### config.mk
export PLATFORM = sky130hd
export DESIGN_NAME = e203_itcm_fetch_slv
export DESIGN_NICKNAME = d
export VERILOG_FILES = /design/src/rtl/e203_itcm_pkg.sv /design/src/rtl/e203_itcm_rsp_hold.sv /design/src/rtl/e203_itcm_fetch_slv.sv
export SDC_FILE = /design/constraint.sdc
export NUM_CORES = 1
export LEC_CHECK = 0
export CAP_MARGIN = 10
export CORE_MARGIN = 5
export CORE_UTILIZATION = 43
export CTS_BUF_LIST = sky130_fd_sc_hd__clkbuf_8 sky130_fd_sc_hd__clkbuf_16
export CTS_CLUSTER_SIZE = 40
export DETAILED_ROUTE_END_ITERATION = 16
export PLACE_DENSITY = 0.86
export SLEW_MARGIN = 30
export SYNTH_ARGS = -nofsm -noshare
export SYNTH_HDL_FRONTEND = slang
export SYNTH_SLANG_ARGS = --single-unit
### constraint.sdc
create_clock -name clk -period 2 [get_ports clk]
set_input_delay 0.4 -clock clk [delete_from_list [all_inputs] [get_ports clk]]
set_output_delay 0.4 -clock clk [all_outputs]
set_load 0.01 [all_outputs]
### src/rtl/e203_itcm_pkg.sv
// Shared types and constants for the ITCM fetch slave.
package e203_itcm_pkg;

  // Width of one ITCM line as seen on the fetch response bus.
  localparam int LINE_W = 64;

  // Response-side state of the fetch slave.
  //   IDLE     : no response outstanding
  //   RSP_LIVE : first response cycle, data comes straight from the RAM
  //   RSP_HELD : response stalled, data comes from the capture register
  typedef enum logic [1:0] {
    IDLE     = 2'd0,
    RSP_LIVE = 2'd1,
    RSP_HELD = 2'd2
  } fetch_state_e;

endpackage

### src/rtl/e203_itcm_rsp_hold.sv
// Response data holder for the ITCM fetch slave: captures the RAM line when
// the response is stalled in its first cycle and selects the line that is
// presented on the response bus.
module e203_itcm_rsp_hold
  import e203_itcm_pkg::*;
(
  input  logic              clk,
  input  logic              rst_n,
  input  fetch_state_e      state,
  input  logic              rsp_ready,
  input  logic              err,
  input  logic [LINE_W-1:0] ram_dout,
  output logic [LINE_W-1:0] rdata
);

  logic [LINE_W-1:0] capture;

  // Snapshot the RAM output in the live cycle of a stalled response, because
  // the RAM may be re-read while the requester is still not ready.
  always_ff @(posedge clk or negedge rst_n) begin
    if (!rst_n) begin
      capture <= '0;
    end else if ((state == RSP_LIVE) && !rsp_ready) begin
      capture <= ram_dout;
    end
  end

  // Select live RAM data, held data, or zero for errors and idle.
  always_comb begin
    rdata = '0;
    if (!err) begin
      case (state)
        RSP_LIVE: rdata = ram_dout;
        RSP_HELD: rdata = capture;
        default:  rdata = '0;
      endcase
    end
  end

endmodule

### src/rtl/e203_itcm_fetch_slv.sv
// ITCM instruction-fetch ICB slave. Accepts one 64-bit line fetch at a time
// with a fixed one-cycle response latency, flags out-of-range fetches as
// errors, and holds response data stable across requester stalls.
// Optional feature macro: E203_ITCM_FETCH_HOLDUP_EN -- skip the RAM read when
// the requested line is still sitting on the RAM output.
module e203_itcm_fetch_slv
  import e203_itcm_pkg::*;
#(
  parameter int ITCM_AW   = 16,
  parameter int ITCM_SIZE = 32768,
  parameter int RAM_AW    = 13
) (
  input  logic              clk,
  input  logic              rst_n,
  input  logic              icb_cmd_valid,
  output logic              icb_cmd_ready,
  input  logic [ITCM_AW-1:0] icb_cmd_addr,
  output logic              icb_rsp_valid,
  input  logic              icb_rsp_ready,
  output logic              icb_rsp_err,
  output logic [LINE_W-1:0] icb_rsp_rdata,
  output logic              ram_cs,
  output logic [RAM_AW-1:0] ram_addr,
  input  logic [LINE_W-1:0] ram_dout,
  output logic              itcm_holdup
);

  // One extra bit so a size equal to the full address space still compares.
  localparam logic [ITCM_AW:0] SIZE_LIM = ITCM_SIZE[ITCM_AW:0];

  fetch_state_e state_q;
  fetch_state_e state_d;
  logic         err_q;
  logic         err_d;
  logic         cmd_accept;
  logic         in_range;
  logic         line_hit;

  assign icb_rsp_valid = (state_q != IDLE);
  assign icb_rsp_err   = icb_rsp_valid & err_q;
  assign icb_cmd_ready = ~icb_rsp_valid | icb_rsp_ready;
  assign cmd_accept    = icb_cmd_valid & icb_cmd_ready;
  assign in_range      = ({1'b0, icb_cmd_addr} < SIZE_LIM);
  assign ram_addr      = icb_cmd_addr[ITCM_AW-1:3];
  assign ram_cs        = cmd_accept & in_range & ~line_hit;

`ifdef E203_ITCM_FETCH_HOLDUP_EN
  logic [RAM_AW-1:0] last_addr_q;
  logic              last_vld_q;

  // Remember which line the RAM output currently holds; every RAM read
  // replaces it, so the record stays valid until reset.
  always_ff @(posedge clk or negedge rst_n) begin
    if (!rst_n) begin
      last_addr_q <= '0;
      last_vld_q  <= 1'b0;
    end else if (ram_cs) begin
      last_addr_q <= ram_addr;
      last_vld_q  <= 1'b1;
    end
  end

  assign itcm_holdup = last_vld_q;
  assign line_hit    = last_vld_q & (ram_addr == last_addr_q);
`else
  assign itcm_holdup = 1'b0;
  assign line_hit    = 1'b0;
`endif

  // Response state and error flag registers.
  always_ff @(posedge clk or negedge rst_n) begin
    if (!rst_n) begin
      state_q <= IDLE;
      err_q   <= 1'b0;
    end else begin
      state_q <= state_d;
      err_q   <= err_d;
    end
  end

  // Next-state logic: a new command may be taken in the same cycle the
  // current response is handed off, giving back-to-back throughput.
  always_comb begin
    state_d = state_q;
    err_d   = err_q;
    case (state_q)
      IDLE: begin
        if (cmd_accept) begin
          state_d = RSP_LIVE;
          err_d   = ~in_range;
        end
      end
      RSP_LIVE, RSP_HELD: begin
        if (icb_rsp_ready) begin
          if (cmd_accept) begin
            state_d = RSP_LIVE;
            err_d   = ~in_range;
          end else begin
            state_d = IDLE;
            err_d   = 1'b0;
          end
        end else begin
          state_d = RSP_HELD;
        end
      end
      default: begin
        state_d = IDLE;
        err_d   = 1'b0;
      end
    endcase
  end

  e203_itcm_rsp_hold u_rsp_hold (
    .clk       (clk),
    .rst_n     (rst_n),
    .state     (state_q),
    .rsp_ready (icb_rsp_ready),
    .err       (err_q),
    .ram_dout  (ram_dout),
    .rdata     (icb_rsp_rdata)
  );

endmodule

==> results.cfg, run 1 <==
[global_routing]
antenna_found_initial = 0
gr-total-overflow = 0
global_route.usage.total_pct = 19.5
grt_busiest_layer = met2
first_global_vias = 3422
grt_use_met2_pct = 33.7
first_pass_grt_wire_length_um = 17600
grt_util_met1_pct = 22.8
grt_start_max_net_pins = 38
grtUsageMet3_pct = 5.30

[die]
floorplan.die_area_um2 = 11000
floorplan.rows = 34
io_pins = 166
die_height_um = 105
initial_utilization_pct = 44.1
die_width_um = 105
floorplan.core_area_um2 = 8760

[setup_path]
worst-endpoint-required_ns = 1.60
path_class = reg -> out
critPathCaptureType = output pin
worst_path_most_repeated_cell = sky130_fd_sc_hd__buf_6
crit_path_top_delay_cell = sky130_fd_sc_hd__dfrtp_1
worst_path_largest_cell_delay_ns = 0.40
cp_data_arrival_time_ns = 1.76
reg2reg_setup_slack_ns = -0.11
critical_path.cell_chain = buf_6, ha_4, buf_6, clkbuf_16, a22oi_2, nor2_4, buf_6
critical_path_start_type = flop
top_cell_family_by_delay_on_the_critical_path = buffers and inverters
critPathMaxFanout = 4
timing.critical_path.buf_inv = 4

[sta]
max_freq_mhz = 464
final.period_utilization_pct = 108
max_slew.worst_pin.slew_ns = 0.507
period_needed_ns = 2.16
setup_viol = 128
timing.final.hold_violations = 0
skew_ns = 0.0133
maxSlewViolCount = 0
final.setup.worst_slack_ns = -0.156
worst_hold_slack_ns = 0.0965
setup_repair_after_global_routing_missed_its_margin = yes
relSlewSlack_pct = 66.2

[hold_path]
hold_class = in -> async

[cts]
cts.hold.buffers_added = 0
cts-buffers-inserted = 9
clock_sinks = 67
clkTransAtPathRegs_ns = 0.08
tritoncts = built
cts.path.max_buffers = 2
worstSkewPairLatency_ns = 0.33
root_buffer = sky130_fd_sc_hd__clkbuf_8
cts_max_level = 3

[power_and_ir_drop]
vdd_drop_max_v = 0.000938
p_leak_uw = 0.00274
internal_power_uw = 6310
power.share.sequential_pct = 25.5
power.combinational.fraction_pct = 62.8
clock_power_share_pct = 11.7
switchingPower_uw = 4030
pwr_density_cell_nw_per_um2 = 1630
swShare_pct = 38.9

[status]
outcome = finished with violations
failed_checks = setup timing

[logic_synthesis]
synth_area_per_cell_um2 = 11.8
synth-seq-cells = 67
post_synth_inst_count = 328
synth_seq_area_share_pct = 43.4
distinct_cell_type_count_after_synthesis = 22
synth_top_area_share_pct = 43.4
synth.cell_area_um2 = 3870
number_of_warnings_issued_by_yosys = 0
mappedNetlistNets = 416
synth_top_area_cell = sky130_fd_sc_hd__dfrtp_1
synth_top_cells_by_area = sky130_fd_sc_hd__dfrtp_1 (43%), sky130_fd_sc_hd__mux2_4 (23%), sky130_fd_sc_hd__a22oi_1 (12%), sky130_fd_sc_hd__nor2_1 (6.4%), sky130_fd_sc_hd__buf_12 (3.6%)

[place]
dp.cells = 549
io_buffers = 137
gp_congestion = 0.716
detailedPlacementHpwl_um = 6850

[flow_run]
max-cap-violations = 0

[finish]
reg_area_um2 = 1680
multi_input_area_um2 = 2370
final_nets = 571
flow.area_growth_from_synthesis_pct = 64.2
num_antenna_cells = 0
drive_gt1_share_pct = 61.7
final.fill_count = 584
highest_count_cells_in_the_layout_ignoring_fill_and_taps = sky130_fd_sc_hd__clkdlybuf4s50_1 (68), sky130_fd_sc_hd__dfrtp_1 (67), sky130_fd_sc_hd__a22oi_2 (64), sky130_fd_sc_hd__mux2_4 (64), sky130_fd_sc_hd__buf_2 (53)
layout.cells.most_common = sky130_fd_sc_hd__clkdlybuf4s50_1
fin_cells = 596

[routing]
ant_nets = 0
postRouteWirelength_um = 14000
route.vias.total = 3369
wl_per_cell_um = 23.5
first_pass_iters = 4
detail_route.vias_per_cell = 5.65
drt_iter0_markers = 105
drcViolationCount = 0
what timing repair did:
item / in CTS / in global routing
buffers inserted: 2 / 8
pin swaps: 4 / 19
gates cloned: 4 / 18
gates resized for setup: 257 / 150
hold endpoints to repair: 0 / 0
endpoints found under the setup margin: 68 / 70
worst paths after layout:
kind                                            start                      to  cells past startpoint
worst max-delay path                       state_q[1]       icb_rsp_rdata[57]                      7
worst min-delay path                            rst_n  u_rsp_hold.capture[13]                      2
worst max register to register             state_q[1]  u_rsp_hold.capture[11]                      8
worst min register to register  u_rsp_hold.capture[5]   u_rsp_hold.capture[5]                      1
max in group asynchronous                       rst_n              state_q[1]                      2
min in group clk                u_rsp_hold.capture[5]   u_rsp_hold.capture[5]                      1
cells in the mapped netlist:
master	instances
sky130_fd_sc_hd__a22oi_1	64
sky130_fd_sc_hd__or2_2	1
sky130_fd_sc_hd__a21oi_1	1
sky130_fd_sc_hd__buf_4	14
sky130_fd_sc_hd__o21ai_0	1
sky130_fd_sc_hd__conb_1	1
sky130_fd_sc_hd__o221ai_1	1
sky130_fd_sc_hd__mux2_4	60
sky130_fd_sc_hd__ha_1	4
sky130_fd_sc_hd__inv_1	5
sky130_fd_sc_hd__nand3_1	1
sky130_fd_sc_hd__buf_12	7
sky130_fd_sc_hd__and3_1	1
sky130_fd_sc_hd__nand2_1	3
sky130_fd_sc_hd__nand2b_1	4
sky130_fd_sc_hd__o21bai_1	1
sky130_fd_sc_hd__mux2_2	4
sky130_fd_sc_hd__dfrtp_1	67
sky130_fd_sc_hd__nor2_1	66
sky130_fd_sc_hd__nor2b_2	1
sky130_fd_sc_hd__a211o_1	1
sky130_fd_sc_hd__buf_2	20
kinds of logic after synthesis:
| family | share of synthesized area, % |
|---|---|
| flops | 43.4 |
| buf+inv | 9.42 |
| other cells | 0.0970 |
| fa+ha+maj | 1.29 |
| compound gates | 13.3 |
| simple gates | 8.03 |
| mux | 24.5 |
metrics by stage:
stage                     setup WS [ns]  util, %  power (µW)  setup TNS, ns  instance area [µm²]
after floorplan                   0.313        -        5250              0                 3870
after global placement           -0.152     60.1        6740          -1.59                 5260
after detailed placement         -0.156     60.1        6890          -4.02                 5260
after CTS                        -0.192     64.1        8490          -4.04                 5620
after global routing             -0.210     72.4       10800         -15.41                 6350
final                            -0.156     72.4       10300          -9.04                 6350
layout make-up:
class,instances,share of cell area (%)
multi-input combinational,216,37.4
timing repair buffer,184,30.4
sequential,67,26.4
clock buffer,12,2.60
tap,108,2.13
clock inverter,4,0.749
inverter,5,0.296
layer usage:
layer,wire length [µm],part of all wire [%]
met5,0,0
met4,393,2.8
met1,5670,40
met3,682,4.9
met2,7250,52
sequential cells by signal (all words and copies together), names as in the netlist:
| signal | cells |
|---|---|
| err_q | 1 |
| state_q | 2 |
| u_rsp_hold.capture | 64 |
power by group through the flow:
stage          clock network, µW  logic, µW  registers, µW
3_3_place_gp                   0       4340           2400
5_1_grt                     1280       6830           2690
6_report                    1210       6490           2640
3_5_place_dp                   0       4440           2440
2_1_floorplan                  0       2910           2340
4_1_cts                     1200       4780           2510
No activity file was read; power rests on OpenSTA's default activity.
==> run 2, diff against run 1 <==
Settings changed: CORE_UTILIZATION 43 to 34, PLACE_DENSITY 0.86 to 0.72.
==> run 2 against run 1 <==
The run still ends with setup timing left. Wire length decreased by 22%. Sequential power shrank 5%. Global-route usage down 4.1 points. Clock power up 22%. Critical path depth is 1 lower. Die area increased by 24%. Critical path type unchanged.
==> results.cfg, run 2 (same netlist as run 1, synthesis figures left out) <==
[status]
outcome = finished with violations
failed_checks = setup timing

[setup_path]
critPathCaptureType = output pin
critical_path.cell_chain = inv_2, ha_4, nand2_8, buf_16, nor2_1, buf_2
critical_path_start_type = flop
cp_data_arrival_time_ns = 1.63
worst-endpoint-required_ns = 1.60
worst_path_largest_cell_delay_ns = 0.38
path_class = reg -> out
critPathMaxFanout = 15
crit_path_top_delay_cell = sky130_fd_sc_hd__dfrtp_1

[die]
initial_utilization_pct = 34.3
io_pins = 166
die_width_um = 117
floorplan.die_area_um2 = 13600
floorplan.core_area_um2 = 11300
floorplan.rows = 39
die_height_um = 117

[finish]
largest_register_ffs = 64
num_antenna_cells = 0
highest_count_cells_in_the_layout_ignoring_fill_and_taps = sky130_fd_sc_hd__clkdlybuf4s50_1 (68), sky130_fd_sc_hd__dfrtp_1 (67), sky130_fd_sc_hd__buf_2 (65)
reg.largest.list = u_rsp_hold.capture (64), state_q (2), err_q (1)
final_core_utilization_pct = 50.7
registers.top_by_ff_count = u_rsp_hold.capture
drive_gt1_share_pct = 50.5
final.fill_count = 1011
layout.cells.most_common = sky130_fd_sc_hd__clkdlybuf4s50_1
final_nets = 548
flow.area_growth_from_synthesis_pct = 47.9

[power_and_ir_drop]
vdd_drop_max_v = 0.000660
power.share.sequential_pct = 28.1
finalPower_uw = 8960
power.combinational.fraction_pct = 55.4
swShare_pct = 37.0
clock_power_share_pct = 16.5
internal_power_uw = 5650
pwr_density_cell_nw_per_um2 = 1570
p_leak_uw = 0.00254
switchingPower_uw = 3310

[cts]
cts.path.max_buffers = 2
cts_max_level = 3
tritoncts = built
clkTransAtPathRegs_ns = 0.06
root_buffer = sky130_fd_sc_hd__clkbuf_16
cts.hold.buffers_added = 0
cts-buffers-inserted = 9
worstSkewPairLatency_ns = 0.32
clock_sinks = 67

[sta]
setup_repair_after_global_routing_missed_its_margin = yes
max_freq_mhz = 492
skew_ns = 0.00819
final.period_utilization_pct = 102
worst_hold_slack_ns = 0.0822
maxSlewViolCount = 0
fin_tns_setup_ns = -0.414
timing.final.hold_violations = 0
setup_viol = 35
final.setup.worst_slack_ns = -0.0330
period_needed_ns = 2.03

[routing]
ant_nets = 0
postRouteWirelength_um = 10900
drt_iter0_markers = 160
route.vias.total = 3116
wl_per_cell_um = 17.9
drcViolationCount = 0
detail_route.vias_per_cell = 5.13
first_pass_iters = 4

[place]
detailedPlacementHpwl_um = 6560
io_buffers = 137
gp_congestion = 0.720

[global_routing]
antenna_found_initial = 0
global_route.usage.total_pct = 15.3
first_pass_grt_wire_length_um = 16500
first_global_vias = 3303
gr-total-overflow = 0
grt_start_max_net_pins = 68

[hold_path]
hold_class = in -> async

[flow_run]
max-cap-violations = 0
run 2: cell count changes in the layout (fill, tap and decap cells not counted), moves of 4 or more:
cell and delta:
sky130_fd_sc_hd__a22oi_1 +29, sky130_fd_sc_hd__nor2_1 +13, sky130_fd_sc_hd__a22oi_2 -29, sky130_fd_sc_hd__buf_6 -14, sky130_fd_sc_hd__nor2_2 -4, sky130_fd_sc_hd__clkbuf_8 -10
sky130_fd_sc_hd__nor2_4 -9, sky130_fd_sc_hd__buf_2 +12, sky130_fd_sc_hd__clkbuf_16 -5
run 2: critical path: cells and delay by family (launching register included):
family                   cells  cell delay (ns)
adder cells (fa/ha/maj)      1             0.30
buffers and inverters        3             0.40
flip-flops                   1             0.38
AND/OR/NAND/NOR              2             0.21
run 2: timing repair:
item / in CTS / in global routing
setup buffers: 0 / 0
gates cloned: 3 / 2
pin swaps: 4 / 9
setup endpoints to repair: 68 / 66
resized for setup: 286 / 50
run 2: final timing paths:
check,to,slack (ns),from,depth (start not counted)
worst max-delay path,icb_rsp_rdata[10],-0.03,state_q[1],6
worst min-delay path,u_rsp_hold.capture[15],0.08,rst_n,2
worst max register to register,u_rsp_hold.capture[3],0.07,state_q[1],6
worst min register to register,u_rsp_hold.capture[10],0.51,u_rsp_hold.capture[10],1
max in group asynchronous,u_rsp_hold.capture[39],1.61,rst_n,2
min in group clk,u_rsp_hold.capture[10],0.51,u_rsp_hold.capture[10],1
run 2: per-layer routing:
metal  part of all wire [%]  GRT usage (%)
met1                     44           18.8
met2                     49           26.5
met3                    5.7           4.04
met4                    1.2           4.66
met5                      0              0
run 2: final cells by class:
cell class	instances	area (µm²)	area share [%]
Inverter	5	18.8	0.328
Clock inverter	5	28.8	0.503
Sequential cell	67	1680	29.3
Tap cell	143	179	3.13
Clock buffer	11	253	4.42
Multi-Input combinational cell	215	2140	37.4
Timing Repair Buffer	162	1420	24.9
run 2: power by group through the flow:
| stage | Sequential (µW) | Clock, µW | Combinational [µW] |
|---|---|---|---|
| floorplan | 2340 | 0 | 2910 |
| global placement | 2410 | 0 | 4370 |
| detailed placement | 2430 | 0 | 4450 |
| CTS | 2470 | 1520 | 4670 |
| global route | 2600 | 1580 | 5340 |
| finish | 2520 | 1480 | 4960 |
run 2: stage by stage:
| stage | std cells | worst slack, ns | cell area (µm²) |
|---|---|---|---|
| 2_1_floorplan | 328 | 0.313 | 3870 |
| 3_3_place_gp | 587 | -0.156 | 5340 |
| 3_5_place_dp | 587 | -0.180 | 5340 |
| 4_1_cts | 606 | -0.160 | 5540 |
| 5_1_grt | 608 | -0.104 | 5720 |
| 6_report | 608 | -0.0330 | 5720 |
